==> src/rtl/keycode_decoder.sv <==
// Frame-synchronous keyboard decoder: turns a raw HID keycode into per-frame
// movement levels, a rate-limited shoot pulse and a start/fight pulse.
module keycode_decoder #(
  parameter logic [7:0]  KEY_UP         = 8'h1A,
  parameter logic [7:0]  KEY_LEFT       = 8'h04,
  parameter logic [7:0]  KEY_RIGHT      = 8'h07,
  parameter logic [7:0]  KEY_SHOOT      = 8'h2C,
  parameter logic [7:0]  KEY_FIGHT      = 8'h28,
  parameter int unsigned SHOOT_COOLDOWN = 16
) (
  input  logic       Clk,
  input  logic       Reset,
  input  logic       frame_clk,
  input  logic [7:0] keycode,
  output logic       Up,
  output logic       Left,
  output logic       Right,
  output logic       Shoot,
  output logic       Fight,
  output logic       cooldown_active
);

  typedef enum logic [1:0] {IDLE, FIRE, COOLDOWN, WAIT_RELEASE} state_t;

  localparam logic [7:0] CNT_LOAD = 8'(SHOOT_COOLDOWN - 1);

  logic [7:0] key_s1_q, key_s1_d, key_s2_q, key_s2_d;
  logic       fc_s1_q, fc_s1_d, fc_s2_q, fc_s2_d, fc_s3_q, fc_s3_d;
  logic [7:0] key_frame_q, key_frame_d, prev_frame_q, prev_frame_d;
  logic       upd_q, upd_d;
  logic       up_q, up_d, left_q, left_d, right_q, right_d, fight_q, fight_d;
  logic [7:0] cnt_q, cnt_d;
  state_t     state_q, state_d;
  logic       frame_tick;
  logic       shoot_held;

  assign frame_tick = fc_s2_q & ~fc_s3_q;
  assign shoot_held = (key_frame_q == KEY_SHOOT);

  // upd_q marks the single cycle in which key_frame_q holds this frame's fresh value
  always_comb begin
    key_s1_d     = keycode;
    key_s2_d     = key_s1_q;
    fc_s1_d      = frame_clk;
    fc_s2_d      = fc_s1_q;
    fc_s3_d      = fc_s2_q;
    key_frame_d  = key_frame_q;
    prev_frame_d = prev_frame_q;
    upd_d        = frame_tick;
    up_d         = up_q;
    left_d       = left_q;
    right_d      = right_q;
    fight_d      = 1'b0;
    if (frame_tick) begin
      key_frame_d  = key_s2_q;
      prev_frame_d = key_frame_q;
    end
    if (upd_q) begin
      up_d    = (key_frame_q == KEY_UP);
      left_d  = (key_frame_q == KEY_LEFT);
      right_d = (key_frame_q == KEY_RIGHT);
      fight_d = (key_frame_q == KEY_FIGHT) && (prev_frame_q != KEY_FIGHT);
    end
  end

  always_comb begin
    state_d = state_q;
    cnt_d   = cnt_q;
    case (state_q)
      IDLE: begin
        if (upd_q && shoot_held) state_d = FIRE;
      end
      FIRE: begin
        cnt_d   = CNT_LOAD;
        state_d = COOLDOWN;
      end
      COOLDOWN: begin
        if (upd_q) begin
          if (cnt_q == 8'd0) state_d = shoot_held ? WAIT_RELEASE : IDLE;
          else               cnt_d   = cnt_q - 8'd1;
        end
      end
      WAIT_RELEASE: begin
        if (upd_q && !shoot_held) state_d = IDLE;
      end
      default: state_d = IDLE;
    endcase
  end

  always_ff @(posedge Clk) begin
    if (Reset) begin
      key_s1_q     <= 8'h00;
      key_s2_q     <= 8'h00;
      fc_s1_q      <= 1'b0;
      fc_s2_q      <= 1'b0;
      fc_s3_q      <= 1'b0;
      key_frame_q  <= 8'h00;
      prev_frame_q <= 8'h00;
      upd_q        <= 1'b0;
      up_q         <= 1'b0;
      left_q       <= 1'b0;
      right_q      <= 1'b0;
      fight_q      <= 1'b0;
      cnt_q        <= 8'h00;
      state_q      <= IDLE;
    end else begin
      key_s1_q     <= key_s1_d;
      key_s2_q     <= key_s2_d;
      fc_s1_q      <= fc_s1_d;
      fc_s2_q      <= fc_s2_d;
      fc_s3_q      <= fc_s3_d;
      key_frame_q  <= key_frame_d;
      prev_frame_q <= prev_frame_d;
      upd_q        <= upd_d;
      up_q         <= up_d;
      left_q       <= left_d;
      right_q      <= right_d;
      fight_q      <= fight_d;
      cnt_q        <= cnt_d;
      state_q      <= state_d;
    end
  end

  assign Up              = up_q;
  assign Left            = left_q;
  assign Right           = right_q;
  assign Fight           = fight_q;
  assign Shoot           = (state_q == FIRE);
  assign cooldown_active = (state_q != IDLE);

endmodule
==> config.mk <==
export PLATFORM = sky130hd
export DESIGN_NAME = keycode_decoder
export DESIGN_NICKNAME = d
export VERILOG_FILES = /design/src/rtl/keycode_decoder.sv
export SDC_FILE = /design/constraint.sdc
export NUM_CORES = 1
export LEC_CHECK = 0
export ABC_CLOCK_PERIOD_IN_PS = 2570
export CAP_MARGIN = 25
export CORE_UTILIZATION = 60
export DETAILED_ROUTE_END_ITERATION = 7
export HOLD_SLACK_MARGIN = 0.15
export MAX_ROUTING_LAYER = met4
export PLACE_DENSITY = 0.83
export SLEW_MARGIN = 0
export SYNTH_ARGS = -nofsm -noshare
export SYNTH_HDL_FRONTEND = slang
export SYNTH_SLANG_ARGS = --single-unit
export TNS_END_PERCENT = 1
==> constraint.sdc <==
create_clock -name Clk -period 2.57 [get_ports Clk]
set_input_delay 0.3855 -clock Clk [delete_from_list [all_inputs] [get_ports Clk]]
set_output_delay 0.3855 -clock Clk [all_outputs]
set_load 0.02 [all_outputs]
# After elaboration in Yosys (flattened, before gate mapping)
# Index checks and enable logic that the tools add are counted.
# totals
output_inout_bits	6
reg_bits	50
# classes
n_mux	9
bitwise_logic	3
eq_ne	14
reduce_logical	11
n_addsub	1
# op_table
op	count
$eq A8 B3 Y1 const B	2
$eq A8 B6 Y1 const B	2
$mux W8	2
$pmux W8 S2	1
$mux W2	5
$ne A2 B2 Y1 const B	5
$eq A8 B5 Y1 const B	1
$logic_not A8 Y1	1
$ne A8 B6 Y1 const B	1
$pmux W2 S4	1
$sub A8 B1 Y8 const B	1
$eq A2 B2 Y1 const B	2
$reduce_and A4 Y1	1
$reduce_bool A2 Y1	2
$logic_and A1 B1 Y1	3
$reduce_and A3 Y1	1
$eq A2 B1 Y1 const B	1
$logic_not A2 Y1	1
$not A1 Y1	2
$reduce_or A2 Y1	1
$and A1 B1 Y1	1
$logic_not A1 Y1	1

# Depth between registers and ports, before layout
# logic_depth
ltp_word	5
mapped_depth	9

# Worst setup path before layout
# OpenSTA, ideal clock, no wires.
# synth_path
path_type	flip-flop to flip-flop
from	reg state_q[0]
to	reg cnt_q[6]
path_buffers	2
path_slack_ns	0.798
required_ns	2.455
t_arrival_ns	1.657
path_stages_with_launch	10
path_cell_list	dfxtp_1 inv_1 ha_1 buf_2 nor4bb_1 a221oi_1 buf_2 nand3_1 xor2_1 nor2_1
# synth_via
elab_chain_len	3
elab_cells_between_ends	7
# synth_lines
item	line	text
from (decl)	33	state_t state_q, state_d;
from (signal assigned)	120	state_q <= state_d;
$eq A2 B2 Y1 / $eq A2 B1 Y1 (equally long branches)	69	case (state_q)
$ne A2 B2 Y1 (no line) / $reduce_bool A2 Y1 (equally long branches)	--	
$reduce_and A3 Y1 (no line)	--	
to (signal assigned)	119	cnt_q <= cnt_d;
to (decl)	32	logic [7:0] cnt_q, cnt_d;
# Parallel ways exist; a longest one is shown, timed or not.
# A chain may end at the register's enable or synchronous reset.

# Worst setup path after layout
# layout_path
from	reg state_q[1]
to	out cooldown_active
# layout_via
elab_chain_len	1
# layout_lines
item	line	text
$reduce_bool A2 Y1	129	assign cooldown_active = (state_q != IDLE);
to (decl)	20	output logic cooldown_active
# Every way passes these cells.

==> run metrics <==
status finished clean; area grow syn2layout 13.8%; crit start category register; Synth area leader dfxtp_1; crit path time final 2240 ps; via count of the first global-routing pass approximately 1,300; critical path class register to primary output; routability-driven placement congestion ratio between 0.8 and 0.9; CP Max Fanout 5; Required @ worst endpoint around 2200 ps; register area share after synthesis 0.520; ys async rst share 0; CP Data Arrival Time approximately 1900 ps; n_diodes 0; Final HPWL DP approximately 2500 µm; Hold Crit Class register to register; max-slew violation count 0; cts bufs inserted 5; number of flops mapped to enable cells by yosys 0; Syn Area/Cell roughly 9 µm²; largest net degree at the start of global routing 17; leakage roughly 0.78 nW; Die Area 0.00344 mm²; Placed Cells 264; TNS Setup 0 ps; fin nets between 200 and 250; H-tree depth 2; Non-Filler Instances around 270; clk buf depth 2; post_cts resized 0; Mapped Nets roughly 230; Final period util 0.873; highest clock rate between 400 and 500 MHz; Yosys Warn Count 0; io pins 17; VDD IR max slightly above 0.5 mV; drt first pass iters 4; crit end category primary output; DR vias/cell 5.41; pwr dens around 560 mW/mm²; RSZ-0062 raised after global routing false; die height between 50 and 60 µm; relative slew slack 0.316; most frequent cell after synthesis dfxtp_1; clock latency on the worst-skew pair between 300 and 400 ps; Post-CTS Setup Inserts 0; CORE AREA a little over 0.003 mm²; synth unique cells 34; Max Cap Viol 0; Setup-failing EPs final 0; main flop type after synthesis dfxtp_1; Initial Utilization 0.630; first-pass GRT wire length ~5500 µm; Die Span X 58.6 µm; drt drc 0; I/O Buffers 16; Fillers about 230; commonest cells in the synthesized netlist 50 x dfxtp_1, 39 x nand2_1, 21 x nor2b_1, 20 x a21oi_1, 11 x nor2_1; total track usage 0.229; vias after detailed routing around 1,500; final wirelength 3380 µm; layout cells sized above 1 0.0614; Yosys reg bits 50; Final Skew roughly 13 ps; Least-Margin Pin Slew around 1000 ps; Avg WL per Cell approximately 12 µm; Starting DRT DRC Count 80; CTS tree yes; # hold bufs at CTS 0; antenna viol nets, final 0; Final Hold Vio Count 0; row count 20; Area contributors post-synth dfxtp_1 52%, nand2_1 7.6%, nor2b_1 6.8%, a21oi_1 5.2%, ha_1 3.9%; CTS Sinks 50; root buffer cell clkbuf_4; Post-Syn Instances roughly 210; initial antenna violation count 0; Worst-path clk slew 140 ps; share of the synthesized area in the top cell type 0.520; mapped cell area just under 0.002 mm²; grt total ovfl 0
[layout by cell type, fill, tap and decap left out, drive strengths merged]
cell	n
a221oi	1
a21o	1
clkbuf	7
nor2b	21
clkdlybuf4s50	16
a21oi	20
a311oi	2
ha	6
a211o	1
nor4b	1
buf	4
dfxtp	50
nor4bb	2
or4b	1
o41ai	1
xor2	4
a211oi	3
nor2	11
or3	2
nand3	5
and2	2
nand2	39
o21ai	1
mux2i	1
nor3	5
a41o	1
inv	10
nand4	1
o311a	1
nand4b	2
nor4	3
nand2b	1
nor3b	1
a32oi	1
[critical path, stage by stage, from the launching register on]
cell             delay (ps)
dfxtp_1                 440
inv_1                   110
ha_1                    250
inv_1                   100
clkdlybuf4s50_1         600
[registers in the layout, summed over array words and instances (netlist names), 2 cells and up]
signal and cells:
prev_frame_q 8, key_s2_q 8, state_q 2, key_frame_q 8, cnt_q 8, key_s1_q 8
[through the flow]
| step | total power [mW] | instance area (µm²) | worst slack [ps] | utilization | hold WS (ps) |
|---|---|---|---|---|---|
| 2_1_floorplan | 0.842 | 1920 | 798 | - | 406 |
| 5_1_grt | 1.28 | 2190 | 258 | 0.717 | 454 |
| 3_3_place_gp | 0.863 | 2130 | 796 | 0.696 | 416 |
| 3_5_place_dp | 0.864 | 2130 | 639 | 0.696 | 422 |
| 6_report | 1.23 | 2190 | 325 | 0.717 | 440 |
| 4_1_cts | 1.23 | 2190 | 326 | 0.717 | 441 |
[worst paths after layout]
check                           from                           to  slack (ps)  depth (start not counted)
max          state_q[1]$_SDFFE_PP0P_              cooldown_active         330                          4
min           key_s2_q[1]$_SDFF_PP0_  key_frame_q[1]$_SDFFE_PP0P_         440                          2
max reg2reg  state_q[0]$_SDFFE_PP0P_        cnt_q[3]$_SDFFE_PP0P_         590                          7
min reg2reg   key_s2_q[1]$_SDFF_PP0_  key_frame_q[1]$_SDFFE_PP0P_         440                          2
[where the power goes]
group	switching (mW)	internal (mW)
Clock	0.240	0.138
Combinational	0.0237	0.0268
Sequential	0.00578	0.791
Total	0.270	0.955
[routing by layer]
| layer | up-vias | share of wire | GRT usage | routed length [µm] |
|---|---|---|---|---|
| li1 | 738 | - | - | - |
| met1 | 678 | 0.43 | 0.250 | 1440 |
| met2 | 50 | 0.50 | 0.368 | 1680 |
| met3 | 6 | 0.056 | 0.0813 | 190 |
| met4 | 0 | 0.019 | 0.116 | 63 |
| met5 | - | 0 | - | 0 |
[cell type report]
class / count / area (µm²) / area share
inverter: 9 / 33.8 / 0.0154
sequential: 50 / 1000 / 0.457
multi-input combinational: 141 / 846 / 0.386
timing repair buffer: 20 / 190 / 0.0869
clock buffer: 7 / 55.1 / 0.0251
clock inverter: 1 / 8.76 / 0.00400
tap: 44 / 55.1 / 0.0251
[kinds of logic (layout without fill, tap and decap cells)]
family	Yosys count	after routing	synth area share
and+or+nand+nor	97	97	0.265
adders and majority gates	6	6	0.0390
buffers and inverters	20	37	0.0403
DFF	50	50	0.520
muxes	1	1	0.00520
AOI/OAI and AO/OA	33	33	0.112
xor gates and xnor gates	4	4	0.0182
Power figures use the tool's default switching activity.
